File: src/rtl/stream_pkg.sv
// Shared stream definitions: default widths, a clog2 helper and the FIRE(v,r) handshake macro.
`ifndef STREAM_PKG_SV
`define STREAM_PKG_SV
`define FIRE(v, r) ((v) & (r))

package stream_pkg;

  localparam int DEFAULT_DATA_WIDTH = 16;
  localparam int DEFAULT_DEPTH      = 4;
  localparam int DEFAULT_CNT_WIDTH  = 16;

  function automatic int clog2(input int value);
    int result;
    int rem;
    result = 0;
    rem    = value - 1;
    while (rem > 0) begin
      result = result + 1;
      rem    = rem >> 1;
    end
    return result;
  endfunction

endpackage

`endif

File: src/rtl/stream_fifo.sv
// Synchronous FIFO, DATA_WIDTH x DEPTH; a write appears on rd_data the cycle after the edge.
// A write at full is taken only when a read on the same edge frees the slot.
module stream_fifo
  import stream_pkg::*;
#(
  parameter int DATA_WIDTH = DEFAULT_DATA_WIDTH,
  parameter int DEPTH      = DEFAULT_DEPTH,
  localparam int PTR_W     = clog2(DEPTH)
) (
  input  logic                  clk,
  input  logic                  resetn,
  input  logic                  wr_en,
  input  logic [DATA_WIDTH-1:0] wr_data,
  input  logic                  rd_en,
  output logic [DATA_WIDTH-1:0] rd_data,
  output logic                  full,
  output logic                  empty
);

  logic [DATA_WIDTH-1:0] mem [DEPTH];
  logic [PTR_W-1:0]      wr_ptr;
  logic [PTR_W-1:0]      rd_ptr;
  logic [PTR_W:0]        count;
  logic                  do_wr;
  logic                  do_rd;

  assign full    = (count == (PTR_W+1)'(DEPTH));
  assign empty   = (count == '0);
  assign rd_data = mem[rd_ptr];

  assign do_rd = rd_en & ~empty;
  assign do_wr = wr_en & (~full | do_rd);

  always_ff @(posedge clk) begin
    if (!resetn) begin
      for (int i = 0; i < DEPTH; i++) begin
        mem[i] <= '0;
      end
      wr_ptr <= '0;
      rd_ptr <= '0;
      count  <= '0;
    end else begin
      if (do_wr) begin
        mem[wr_ptr] <= wr_data;
        wr_ptr      <= wr_ptr + 1'b1;
      end
      if (do_rd) begin
        rd_ptr <= rd_ptr + 1'b1;
      end
      // Simultaneous read and write leaves occupancy unchanged.
      case ({do_wr, do_rd})
        2'b10:   count <= count + 1'b1;
        2'b01:   count <= count - 1'b1;
        default: count <= count;
      endcase
    end
  end

endmodule

File: src/rtl/stream_splitter.sv
// Fans one valid/ready stream out to two per-branch FIFOs; one cycle input-to-output latency.
// Default stalls the input while either FIFO is full; STREAM_SPLITTER_DROP_EN never stalls and counts dropped beats.
module stream_splitter
  import stream_pkg::*;
#(
  parameter int DATA_WIDTH = DEFAULT_DATA_WIDTH,
  parameter int DEPTH      = DEFAULT_DEPTH,
  parameter int CNT_WIDTH  = DEFAULT_CNT_WIDTH
) (
  input  logic                  clk,
  input  logic                  resetn,
  input  logic [DATA_WIDTH-1:0] data_i_tdata,
  input  logic                  data_i_tvalid,
  output logic                  data_i_tready,
  output logic [DATA_WIDTH-1:0] data_0_o_tdata,
  output logic                  data_0_o_tvalid,
  input  logic                  data_0_o_tready,
  output logic [DATA_WIDTH-1:0] data_1_o_tdata,
  output logic                  data_1_o_tvalid,
  input  logic                  data_1_o_tready,
  output logic [CNT_WIDTH-1:0]  drop_count_o
);

  logic full_0;
  logic full_1;
  logic empty_0;
  logic empty_1;
  logic wr_0;
  logic wr_1;

  assign data_0_o_tvalid = ~empty_0;
  assign data_1_o_tvalid = ~empty_1;

`ifdef STREAM_SPLITTER_DROP_EN
  logic                 in_fire;
  logic                 rd_0;
  logic                 rd_1;
  logic                 drop;
  logic [CNT_WIDTH-1:0] drop_count;

  assign data_i_tready = resetn;
  assign in_fire       = `FIRE(data_i_tvalid, data_i_tready);
  assign rd_0          = `FIRE(data_0_o_tvalid, data_0_o_tready);
  assign rd_1          = `FIRE(data_1_o_tvalid, data_1_o_tready);
  // A full branch still takes the beat if it is being read on the same edge.
  assign wr_0          = in_fire & (~full_0 | rd_0);
  assign wr_1          = in_fire & (~full_1 | rd_1);
  assign drop          = in_fire & ~(wr_0 & wr_1);

  always_ff @(posedge clk) begin
    if (!resetn) begin
      drop_count <= '0;
    end else if (drop && (drop_count != '1)) begin
      drop_count <= drop_count + 1'b1;
    end
  end

  assign drop_count_o = drop_count;
`else
  // Depends only on registered FIFO state, so no o_tready reaches data_i_tready.
  assign data_i_tready = resetn & ~full_0 & ~full_1;
  assign wr_0          = `FIRE(data_i_tvalid, data_i_tready);
  assign wr_1          = wr_0;
  assign drop_count_o  = '0;
`endif

  stream_fifo #(
    .DATA_WIDTH (DATA_WIDTH),
    .DEPTH      (DEPTH)
  ) u_fifo_0 (
    .clk     (clk),
    .resetn  (resetn),
    .wr_en   (wr_0),
    .wr_data (data_i_tdata),
    .rd_en   (data_0_o_tready),
    .rd_data (data_0_o_tdata),
    .full    (full_0),
    .empty   (empty_0)
  );

  stream_fifo #(
    .DATA_WIDTH (DATA_WIDTH),
    .DEPTH      (DEPTH)
  ) u_fifo_1 (
    .clk     (clk),
    .resetn  (resetn),
    .wr_en   (wr_1),
    .wr_data (data_i_tdata),
    .rd_en   (data_1_o_tready),
    .rd_data (data_1_o_tdata),
    .full    (full_1),
    .empty   (empty_1)
  );

endmodule

File: config.mk
export PLATFORM = sky130hd
export DESIGN_NAME = stream_splitter
export DESIGN_NICKNAME = d
export VERILOG_FILES = /design/src/rtl/stream_pkg.sv /design/src/rtl/stream_fifo.sv /design/src/rtl/stream_splitter.sv
export SDC_FILE = /design/constraint.sdc
export NUM_CORES = 1
export LEC_CHECK = 0
export BUFFER_PORTS_ARGS = -buffer_cell sky130_fd_sc_hd__buf_4
export CAP_MARGIN = 20
export CORE_UTILIZATION = 50
export CTS_CLUSTER_SIZE = 30
export DETAILED_ROUTE_END_ITERATION = 16
export GPL_TIMING_DRIVEN = 1
export PLACE_DENSITY = 0.75
export SYNTH_ARGS = -nofsm -noshare
export SYNTH_HDL_FRONTEND = slang
export SYNTH_SLANG_ARGS = --single-unit
File: constraint.sdc
create_clock -name clk -period 2.45 [get_ports clk]
set_input_delay 0.1225 -clock clk [delete_from_list [all_inputs] [get_ports clk]]
set_output_delay 0.1225 -clock clk [all_outputs]
set_load 0.01 [all_outputs]
==> flow_summary.yaml <==
placed_design:
  hpwlAfterDp_mm: 8.06
  portBuffers: 55
  place_ws_ps: 260
  gp_congestion: 0.770
final_layout:
  nets: 545
  drive_gt1_frac: 0.257
  final_core_util: 0.615
  n_antenna_cell: 0
  multi_input_area_um2: 1860
  regArea_um2: 4200
  syn_to_final_growth_pct: 18.5
  fillCellCount: 938
route:
  vias_per_cell: 5.33
  first_pass_iters: 5
  num_vias: 3739
  detail-route-antenna-nets: 0
  wl_mm: 12.6
  post_drt_wl_per_cell_um: 17.9
  drt-initial-drc-count: 331
  drc: 0
clock_tree:
  ctsHoldBuffers: 0
  htree_levels: 4
  cts_setup_buffers: 0
  path_clk_slew_ps: 60
  cts_sinks: 146
  cts_buffer_depth: 2
  insertion_delay_ps: 420
  cts_resized: 0
  cts_buffers: 17
  cts_tree: "done"
  cts_root_buf: "clkbuf_16"
synthesis:
  ys.warnings.count: 0
  syn_area_um2: 6310
  ys_ff_latch: 146
  avgSynthCellArea_um2: 13.9
  synth_cells: 453
  seq_area_frac_synth: 0.666
  ys_types: 32
timing:
  slew_violations: 0
  timing.hold.ws_ps: 34.3
  fin_crit_sh: 0.895
  tightestPinTransition_ps: 851
  relSlewSlack: 0.432
  fin_ws_ps: 257
  setup_viol: 0
  finalClockSkew_ps: 5.32
  max_freq_mhz: 456
  fin_crit_ps: 2190
  finalHoldViolations: 0
  rsz0062_at_grt: "no"
floorplan:
  fp.dieH_um: 114
  coreArea_um2: 12200
  io_pins: 72
  initial_core_util: 0.519
  die_w_um: 114
  num_rows: 40
  die-area_um2: 13100
setup_path:
  crit_fanout: 6
  cp.arrival_ps: 2540
  regToRegSetupSlack_ps: 260
  r2r-end: "u_fifo_0.count[2]"
  crit_required_ps: 2800
  timing_worst_setup_path_type: "flip-flop to flip-flop"
  crit_chain: "or3b_1 > nand3_1 > ha_1 > inv_1 > fa_1 > xor2_1 > or3_1 > a21oi_1"
  cp-end-kind: "flip-flop"
  rr_worst_depth: 8
  startpoint_type: "flip-flop"
  cp_slowest_stage_delay_ps: 410
  rr_startpoint: "u_fifo_1.count[2]"
  crit_slowest_cell: "or3b_1"
hold_path:
  hold_depth: 3
  hold_class: "input pin to flip-flop"
  hp-start: "resetn"
  min_to: "u_fifo_0.wr_ptr[0]"
global_routing:
  antenna_found_initial: 0
  grt_pass1_wl_mm: 19.7
  grt_pass1_vias: 3798
  grt_max_degree: 26
  globalRoute.totalOverflow: 0
  grt_use_total: 0.210
power:
  vdd_drop_max_v: 0.000684
  p_total_uw: 8240
  p_leak_uw: 0.00285
  p_per_area_nw_per_um2: 1100
flow_run:
  cap_viol_max_count: 0
outcome:
  status: "completed"
## cell usage in the layout (no fill, tap or decap), types with 2 or more instances in the layout
| cell type | synthesis | routed |
|---|---|---|
| conb_1 | 1 | 16 |
| edfxtp_1 | 128 | 128 |
| a21oi_1 | 6 | 6 |
| o31a_1 | 2 | 2 |
| clkbuf_1 | 6 | 5 |
| mux4_2 | 32 | 32 |
| nand2b_1 | 2 | 2 |
| inv_1 | 10 | 10 |
| mux2i_1 | 2 | 2 |
| dfxtp_1 | 18 | 18 |
| o21ai_0 | 8 | 2 |
| or3_1 | 4 | 4 |
| clkbuf_16 | 0 | 17 |
| nand2_1 | 25 | 25 |
| clkinv_2 | 0 | 2 |
| clkinv_4 | 0 | 2 |
| nor2_1 | 143 | 143 |
| fa_1 | 2 | 2 |
| nand3_1 | 3 | 3 |
| bufinv_16 | 0 | 4 |
| nand4b_1 | 2 | 2 |
| buf_4 | 20 | 73 |
| xor2_1 | 6 | 6 |
| a41o_1 | 2 | 2 |
| nand4b_2 | 2 | 2 |
| nand3_2 | 2 | 2 |
| nand4_1 | 2 | 2 |
| ha_1 | 2 | 2 |
| o21ai_1 | 0 | 6 |
| xnor2_1 | 2 | 2 |
| or3b_1 | 2 | 2 |
| o311ai_0 | 2 | 2 |
## registers in the layout, summed over array words and instances (netlist names), named ones only
signal	flops
u_fifo_0.rd_ptr	2
u_fifo_0.count	3
u_fifo_0.mem	64
u_fifo_1.count	3
u_fifo_1.rd_ptr	2
u_fifo_1.wr_ptr	2
u_fifo_1.mem	64
u_fifo_0.wr_ptr	2
## Yosys cell counts (all sizes together)
library cell	number	area [um2]
nand3	5	35.0
xnor2	2	17.5
mux4	32	721
inv	10	37.5
fa	2	40.0
conb	1	3.75
a41o	2	20.0
and3	1	11.3
ha	2	25.0
nand2b	2	12.5
nor2	143	537
buf	35	248
mux2i	2	20.0
nand2	25	93.8
or3b	2	17.5
a21oi	6	30.0
o31a	2	17.5
and2	1	6.26
nand4b	4	47.6
o311ai	2	17.5
dfxtp	18	360
edfxtp	128	3840
clkbuf	6	22.5
xor2	6	52.6
o21ai	8	40.0
or3	4	25.0
nand4	2	12.5
## stage by stage
| step | area [um2] | cells | TNS [ps] |
|---|---|---|---|
| 5_1_grt | 7480 | 701 | 0 |
| 4_1_cts | 7480 | 701 | 0 |
| 6_report | 7480 | 701 | 0 |
| 2_1_floorplan | 6370 | 468 | -834 |
| 3_5_place_dp | 6880 | 669 | 0 |
| 3_3_place_gp | 6880 | 669 | 0 |
## worst max-delay path by stage
stage                 startpoint                 end  slack, ps  cells past startpoint
2_1_floorplan  u_fifo_0.count[0]  u_fifo_0.mem[3][0]        -30                      5
3_3_place_gp   u_fifo_1.count[2]   u_fifo_1.count[2]        330                      8
3_5_place_dp   u_fifo_1.count[2]   u_fifo_1.count[2]        260                      8
4_1_cts        u_fifo_1.count[2]   u_fifo_1.count[2]        240                      8
5_1_grt        u_fifo_1.count[2]   u_fifo_1.count[2]         90                      8
6_report       u_fifo_1.count[2]   u_fifo_0.count[2]        260                      8
## where the power goes
part | leakage, uW | switching, uW | internal [uW]
sequential | 0.00149 | 185 | 3140
clock | 0.000290 | 938 | 1700
combinational | 0.00108 | 1220 | 1070
total | 0.00285 | 2340 | 5900
## final cells by class
class,count,area share
sequential,146,0.562
multi-input combinational,271,0.248
timing repair buffer,74,0.0759
clock buffer,22,0.0594
tap,168,0.0281
clock inverter,10,0.0212
inverter,10,0.00502
## kinds of logic after synthesis
family / synth area share
DFF: 0.666
and+or+nand+nor: 0.126
AOI/OAI and AO/OA: 0.0198
xor gates and xnor gates: 0.0111
buffers and inverters: 0.0487
adders and majority gates: 0.0103
other: 0.000594
muxes: 0.117
## worst max-delay path, delay by kind of cell, from the launching register on
kind | cells | cell delay [ps]
compound gates | 1 | 140
xor+xnor | 1 | 160
fa+ha+maj | 2 | 550
buf+inv | 1 | 60
flops | 1 | 380
simple gates | 3 | 830
## routing by layer
layer	track usage	vias to the layer above	part of all wire
met5	0	-	0
met4	0.0788	0	0.017
met3	0.0683	15	0.074
met2	0.349	157	0.51
met1	0.256	1834	0.40
li1	-	1733	-
(Power assumes the default switching activity.)
